--- config.mk ---
export PLATFORM = sky130hd
export DESIGN_NAME = hazard_unit
export DESIGN_NICKNAME = d
export VERILOG_FILES = /design/src/rtl/hazard_unit.sv
export SDC_FILE = /design/constraint.sdc
export NUM_CORES = 1
export LEC_CHECK = 0
export BUFFER_PORTS_ARGS = -buffer_cell sky130_fd_sc_hd__buf_2
export CAP_MARGIN = 20
export CORE_MARGIN = 8
export CORE_UTILIZATION = 32
export CTS_CLUSTER_DIAMETER = 60
export DETAILED_ROUTE_END_ITERATION = 8
export PLACE_DENSITY = 0.62
export SETUP_SLACK_MARGIN = 0.1
export SKIP_CTS_REPAIR_TIMING = 1
export SLEW_MARGIN = 20
export SYNTH_ARGS = -nofsm -noshare
export SYNTH_HDL_FRONTEND = slang
export SYNTH_SLANG_ARGS = --single-unit
--- constraint.sdc ---
create_clock -name CLK -period 1.75 [get_ports CLK]
set_input_delay 0.2625 -clock CLK [delete_from_list [all_inputs] [get_ports CLK]]
set_output_delay 0.2625 -clock CLK [all_outputs]
set_load 0.005 [all_outputs]
--- src/rtl/hazard_unit.sv ---
// Hazard controller for the five-stage RISC-V pipeline: forwarding, load-use stall, branch flush,
// memory-wait FSM with timeout watchdog. Define HAZ_PERF_CNT_EN to add stall/flush counters.
module hazard_unit #(
    parameter int TIMEOUT = 255,
    parameter int CNT_W   = 32
) (
    input  logic             CLK,
    input  logic             RST_N,
    input  logic [4:0]       Rs1D,
    input  logic [4:0]       Rs2D,
    input  logic [4:0]       Rs1E,
    input  logic [4:0]       Rs2E,
    input  logic [4:0]       RdE,
    input  logic [4:0]       RdM,
    input  logic [4:0]       RdW,
    input  logic             RegWriteM,
    input  logic             RegWriteW,
    input  logic             ResultSrcE0,
    input  logic             PCSrcE,
    input  logic             MemReqM,
    input  logic             MemReadyM,
    output logic             StallF,
    output logic             StallD,
    output logic             StallE,
    output logic             StallM,
    output logic             FlushD,
    output logic             FlushE,
    output logic             FlushW,
    output logic [1:0]       ForwardAE,
    output logic [1:0]       ForwardBE,
    output logic             MemErr,
    output logic             dbg_state
`ifdef HAZ_PERF_CNT_EN
    ,
    output logic [CNT_W-1:0] StallCnt,
    output logic [CNT_W-1:0] FlushCnt
`endif
);

    localparam int WD_W = ($clog2(TIMEOUT + 1) > 8) ? $clog2(TIMEOUT + 1) : 8;

    generate
        if (TIMEOUT < 1 || CNT_W < 1) begin : g_param_check
            $error("hazard_unit: TIMEOUT and CNT_W must be positive");
        end
    endgenerate

    typedef enum logic {
        ST_RUN      = 1'b0,
        ST_MEM_WAIT = 1'b1
    } state_e;

    state_e          state_q, state_d;
    logic [WD_W-1:0] wd_q, wd_d;
    logic            mem_err_q, mem_err_d;
    logic            mem_stall;
    logic            lw_hazard;

    always_comb begin
        ForwardAE = 2'b00;
        if (RegWriteM && RdM != 5'd0 && RdM == Rs1E)
            ForwardAE = 2'b10;
        else if (RegWriteW && RdW != 5'd0 && RdW == Rs1E)
            ForwardAE = 2'b01;

        ForwardBE = 2'b00;
        if (RegWriteM && RdM != 5'd0 && RdM == Rs2E)
            ForwardBE = 2'b10;
        else if (RegWriteW && RdW != 5'd0 && RdW == Rs2E)
            ForwardBE = 2'b01;
    end

    // Reset gates the freeze so stalls drop the instant RST_N falls, not at the next edge.
    assign mem_stall = RST_N && MemReqM && !MemReadyM;
    assign lw_hazard = ResultSrcE0 && RdE != 5'd0 && (RdE == Rs1D || RdE == Rs2D);

    always_comb begin
        StallF = 1'b0;
        StallD = 1'b0;
        StallE = 1'b0;
        StallM = 1'b0;
        FlushD = 1'b0;
        FlushE = 1'b0;
        FlushW = 1'b0;
        if (mem_stall) begin
            StallF = 1'b1;
            StallD = 1'b1;
            StallE = 1'b1;
            StallM = 1'b1;
            FlushW = 1'b1;
        end else if (RST_N) begin
            // A taken branch squashes the load-use bubble: flush only, never stall.
            StallF = lw_hazard && !PCSrcE;
            StallD = lw_hazard && !PCSrcE;
            FlushD = PCSrcE;
            FlushE = PCSrcE || lw_hazard;
        end
    end

    always_comb begin
        state_d   = state_q;
        wd_d      = wd_q;
        mem_err_d = mem_err_q;
        case (state_q)
            ST_RUN: begin
                wd_d = '0;
                if (MemReqM && !MemReadyM)
                    state_d = ST_MEM_WAIT;
            end
            ST_MEM_WAIT: begin
                if (MemReadyM) begin
                    state_d = ST_RUN;
                    wd_d    = '0;
                end else if (wd_q + WD_W'(1) >= WD_W'(TIMEOUT)) begin
                    mem_err_d = 1'b1;
                    state_d   = ST_RUN;
                    wd_d      = '0;
                end else begin
                    wd_d = wd_q + WD_W'(1);
                end
            end
            default: state_d = ST_RUN;
        endcase
    end

    always_ff @(posedge CLK or negedge RST_N) begin
        if (!RST_N) begin
            state_q   <= ST_RUN;
            wd_q      <= '0;
            mem_err_q <= 1'b0;
        end else begin
            state_q   <= state_d;
            wd_q      <= wd_d;
            mem_err_q <= mem_err_d;
        end
    end

    assign MemErr    = mem_err_q;
    assign dbg_state = (state_q == ST_MEM_WAIT);

`ifdef HAZ_PERF_CNT_EN
    logic [CNT_W-1:0] stall_cnt_q, stall_cnt_d;
    logic [CNT_W-1:0] flush_cnt_q, flush_cnt_d;

    always_comb begin
        stall_cnt_d = stall_cnt_q;
        flush_cnt_d = flush_cnt_q;
        if (StallF && stall_cnt_q != '1)
            stall_cnt_d = stall_cnt_q + CNT_W'(1);
        if (FlushD && flush_cnt_q != '1)
            flush_cnt_d = flush_cnt_q + CNT_W'(1);
    end

    always_ff @(posedge CLK or negedge RST_N) begin
        if (!RST_N) begin
            stall_cnt_q <= '0;
            flush_cnt_q <= '0;
        end else begin
            stall_cnt_q <= stall_cnt_d;
            flush_cnt_q <= flush_cnt_d;
        end
    end

    assign StallCnt = stall_cnt_q;
    assign FlushCnt = flush_cnt_q;
`endif

endmodule

==> results_dict.tcl <==
set metrics [dict create \
    status "finished with violations" \
    violations "negative setup slack" \
    io_buffer_count 55 \
    p_leak_nw 0.800 \
    seqCellArea_um2 253 \
    r2r_end "dbg_state" \
    grt_pass1_wl_mm 4.65 \
    htreeDepth 1 \
    row_count 20 \
    design.portCount 56 \
    routedWlPerCell_um 15.0 \
    drtAntennaViolNets 0 \
    finalHoldViolations 0 \
    ys_types 28 \
    ys_seq_area_frac 0.261 \
    core_area_um2 2950 \
    synth_edf_count 0 \
    setup_tns_ns -0.0386 \
    startpoint "RdW[0]" \
    synth.ff_latch_count 10 \
    grt_pass1_vias 1147 \
    grt_max_degree 15 \
    cp_max_fo 3 \
    fmaxAchievable_mhz 559 \
    first_iter_violations 29 \
    dr.pass1.iters 4 \
    hold_path_class "in2reg" \
    clockRootBuffer "clkbuf_4" \
    via_count 1083 \
    slowest_stage "or4_4" \
    nNetsFinal 228 \
    initial_core_util 0.325 \
    antenna_found_initial 0 \
    yosysMostFrequentCell "xor2_1" \
    async_flop_share 1.00 \
    syn2layout_area_growth_pct 77.4 \
    place_hpwl_mm 2.36 \
    route.detailed.drc 0 \
    syn_area_um2 960 \
    cts_buffer_depth 2 \
    period_share 1.02 \
    clkTransAtPathRegs_ns 0.07 \
    hold_depth 2 \
    crit_required_ns 1.49 \
    reg2reg_setup_slack_ns 0.07 \
    syn_area_per_cell_um2 8.72 \
    worst_slew_pin_slew_ns 0.668 \
    synth_top_area_share 0.261 \
    routed_wl_mm 3.23 \
    worstSetupPathType "in2out" \
    synth_flop_cell "dfrtp_1" \
    finalMaxSlewViolations 0 \
    startpoint_type "input port" \
    gp_congestion 0.833 \
    r2r_cells 7 \
    clock_skew_ns 0.00146 \
    die-area_um2 5010 \
    worstReg2RegStart "wd_q[0]" \
    yosys-top-cells-area "dfrtp_1 (26%), xor2_1 (19%), xnor2_1 (14%)" \
    peakVddDrop_mv 0.338 \
    cts_tree "built" \
    syn_nets 155 \
    fill_cells 256 \
    fin_crit_ns 1.79 \
    multi_input_area_um2 890 \
    netlist_top_cells_count "xor2_1 (21), xnor2_1 (15), nor3_1 (11), dfrtp_1 (10)" \
    drive_gt1_frac 0.599 \
    synth_top_area_cell "dfrtp_1" \
    die_h_um 70.8 \
    grt_setup_unrepaired "true" \
    dpl_worst_slack_ns -0.0646 \
    yosysWarnings 0 \
    cts_buffers 3 \
    die_x_um 70.8 \
    antenna_cells 0 \
    fin_ws_ns -0.0386 \
    hold_start "MemReadyM" \
    viasPerCell 5.04 \
    relSlewSlack 0.555 \
    cp.arrival_ns 1.53 \
    slowest_delay_ns 0.56 \
    drv_cap 0 \
    p_per_area_nw_per_um2 400 \
    min_to "dbg_state" \
    synthCells 110 \
    cp_cell_sequence "buf_4 -> xor2_1 -> or4_4 -> nor4_4 -> buf_2" \
    cts.sinks 10 \
    setup_viol 1 \
    track_usage 0.109 \
    grt_overflow 0 \
    clock_latency_ns 0.26 \
    end_kind "output pin" \
]
==> layout make-up <==
type,count,share of cell area
Timing Repair Buffer,72,0.275
Sequential cell,10,0.148
Inverter,4,0.00882
Tap cell,33,0.0242
Clock buffer,4,0.0213
Multi-Input combinational cell,92,0.522
==> logic make-up (layout without fill, tap and decap cells) <==
logic type,count (synthesis),count (layout),synth area share
compound gates,11,11,0.0782
fa+ha+maj,2,2,0.0261
buf+inv,8,80,0.0430
flops,10,10,0.261
xor+xnor,36,36,0.329
simple gates,43,43,0.263
==> sequential cells by signal, indices dropped and copies added (netlist names) <==
signal     flops
MemErr         1
dbg_state      1
wd_q           8
==> metrics by stage <==
stage / hold WS (ns) / utilization / std cells / total power [mW] / area (µm²)
2_1_floorplan: -0.0331 / - / 110 / 0.320 / 960
3_3_place_gp: 0.151 / 0.456 / 207 / 0.423 / 1350
3_5_place_dp: 0.156 / 0.456 / 207 / 0.429 / 1350
4_1_cts: -0.134 / 0.469 / 211 / 0.639 / 1380
5_1_grt: 0.178 / 0.577 / 215 / 0.715 / 1700
6_report: 0.179 / 0.577 / 215 / 0.681 / 1700
==> critical path: cells and delay by family <==
kind,cells,cell delay [ns]
and+or+nand+nor,2,0.85
buffers and inverters,2,0.27
xor gates and xnor gates,1,0.13
==> report_power, final <==
group / switching, mW / internal (mW) / total [mW]
registers: 0.00438 / 0.234 / 0.239
clock network: 0.0801 / 0.126 / 0.206
logic: 0.112 / 0.124 / 0.236
==> cells in the final DEF, fill, tap and decap left out, drive strengths merged, types with 3 or more instances in the layout <==
| cell | synthesis | final |
|---|---|---|
| buf | 4 | 71 |
| clkbuf | 0 | 4 |
| dfrtp | 10 | 10 |
| inv | 4 | 4 |
| nand2 | 4 | 4 |
| nand3 | 7 | 7 |
| nor2 | 6 | 6 |
| nor3 | 12 | 12 |
| nor4 | 5 | 5 |
| o21ai | 3 | 3 |
| or4 | 5 | 5 |
| xnor2 | 15 | 15 |
| xor2 | 21 | 21 |
==> metal layers <==
layer  up-vias  global-route usage  wire (µm)
li1        539                   -          -
met1       503               0.127       1300
met2        35               0.192       1760
met3         6              0.0113        101
met4         0              0.0554         67
met5         -                   0          0
==> how the worst max path moves through the flow <==
stage | endpoint | slack (ns) | cells after the start
2_1_floorplan | StallF | 0.14 | 5
4_1_cts | ForwardBE[0] | -0.06 | 6
3_5_place_dp | ForwardBE[0] | -0.06 | 6
6_report | ForwardBE[0] | -0.04 | 5
5_1_grt | ForwardAE[0] | -0.13 | 6
3_3_place_gp | ForwardAE[0] | -0.03 | 6
No activity file was read; power rests on OpenSTA's default activity.
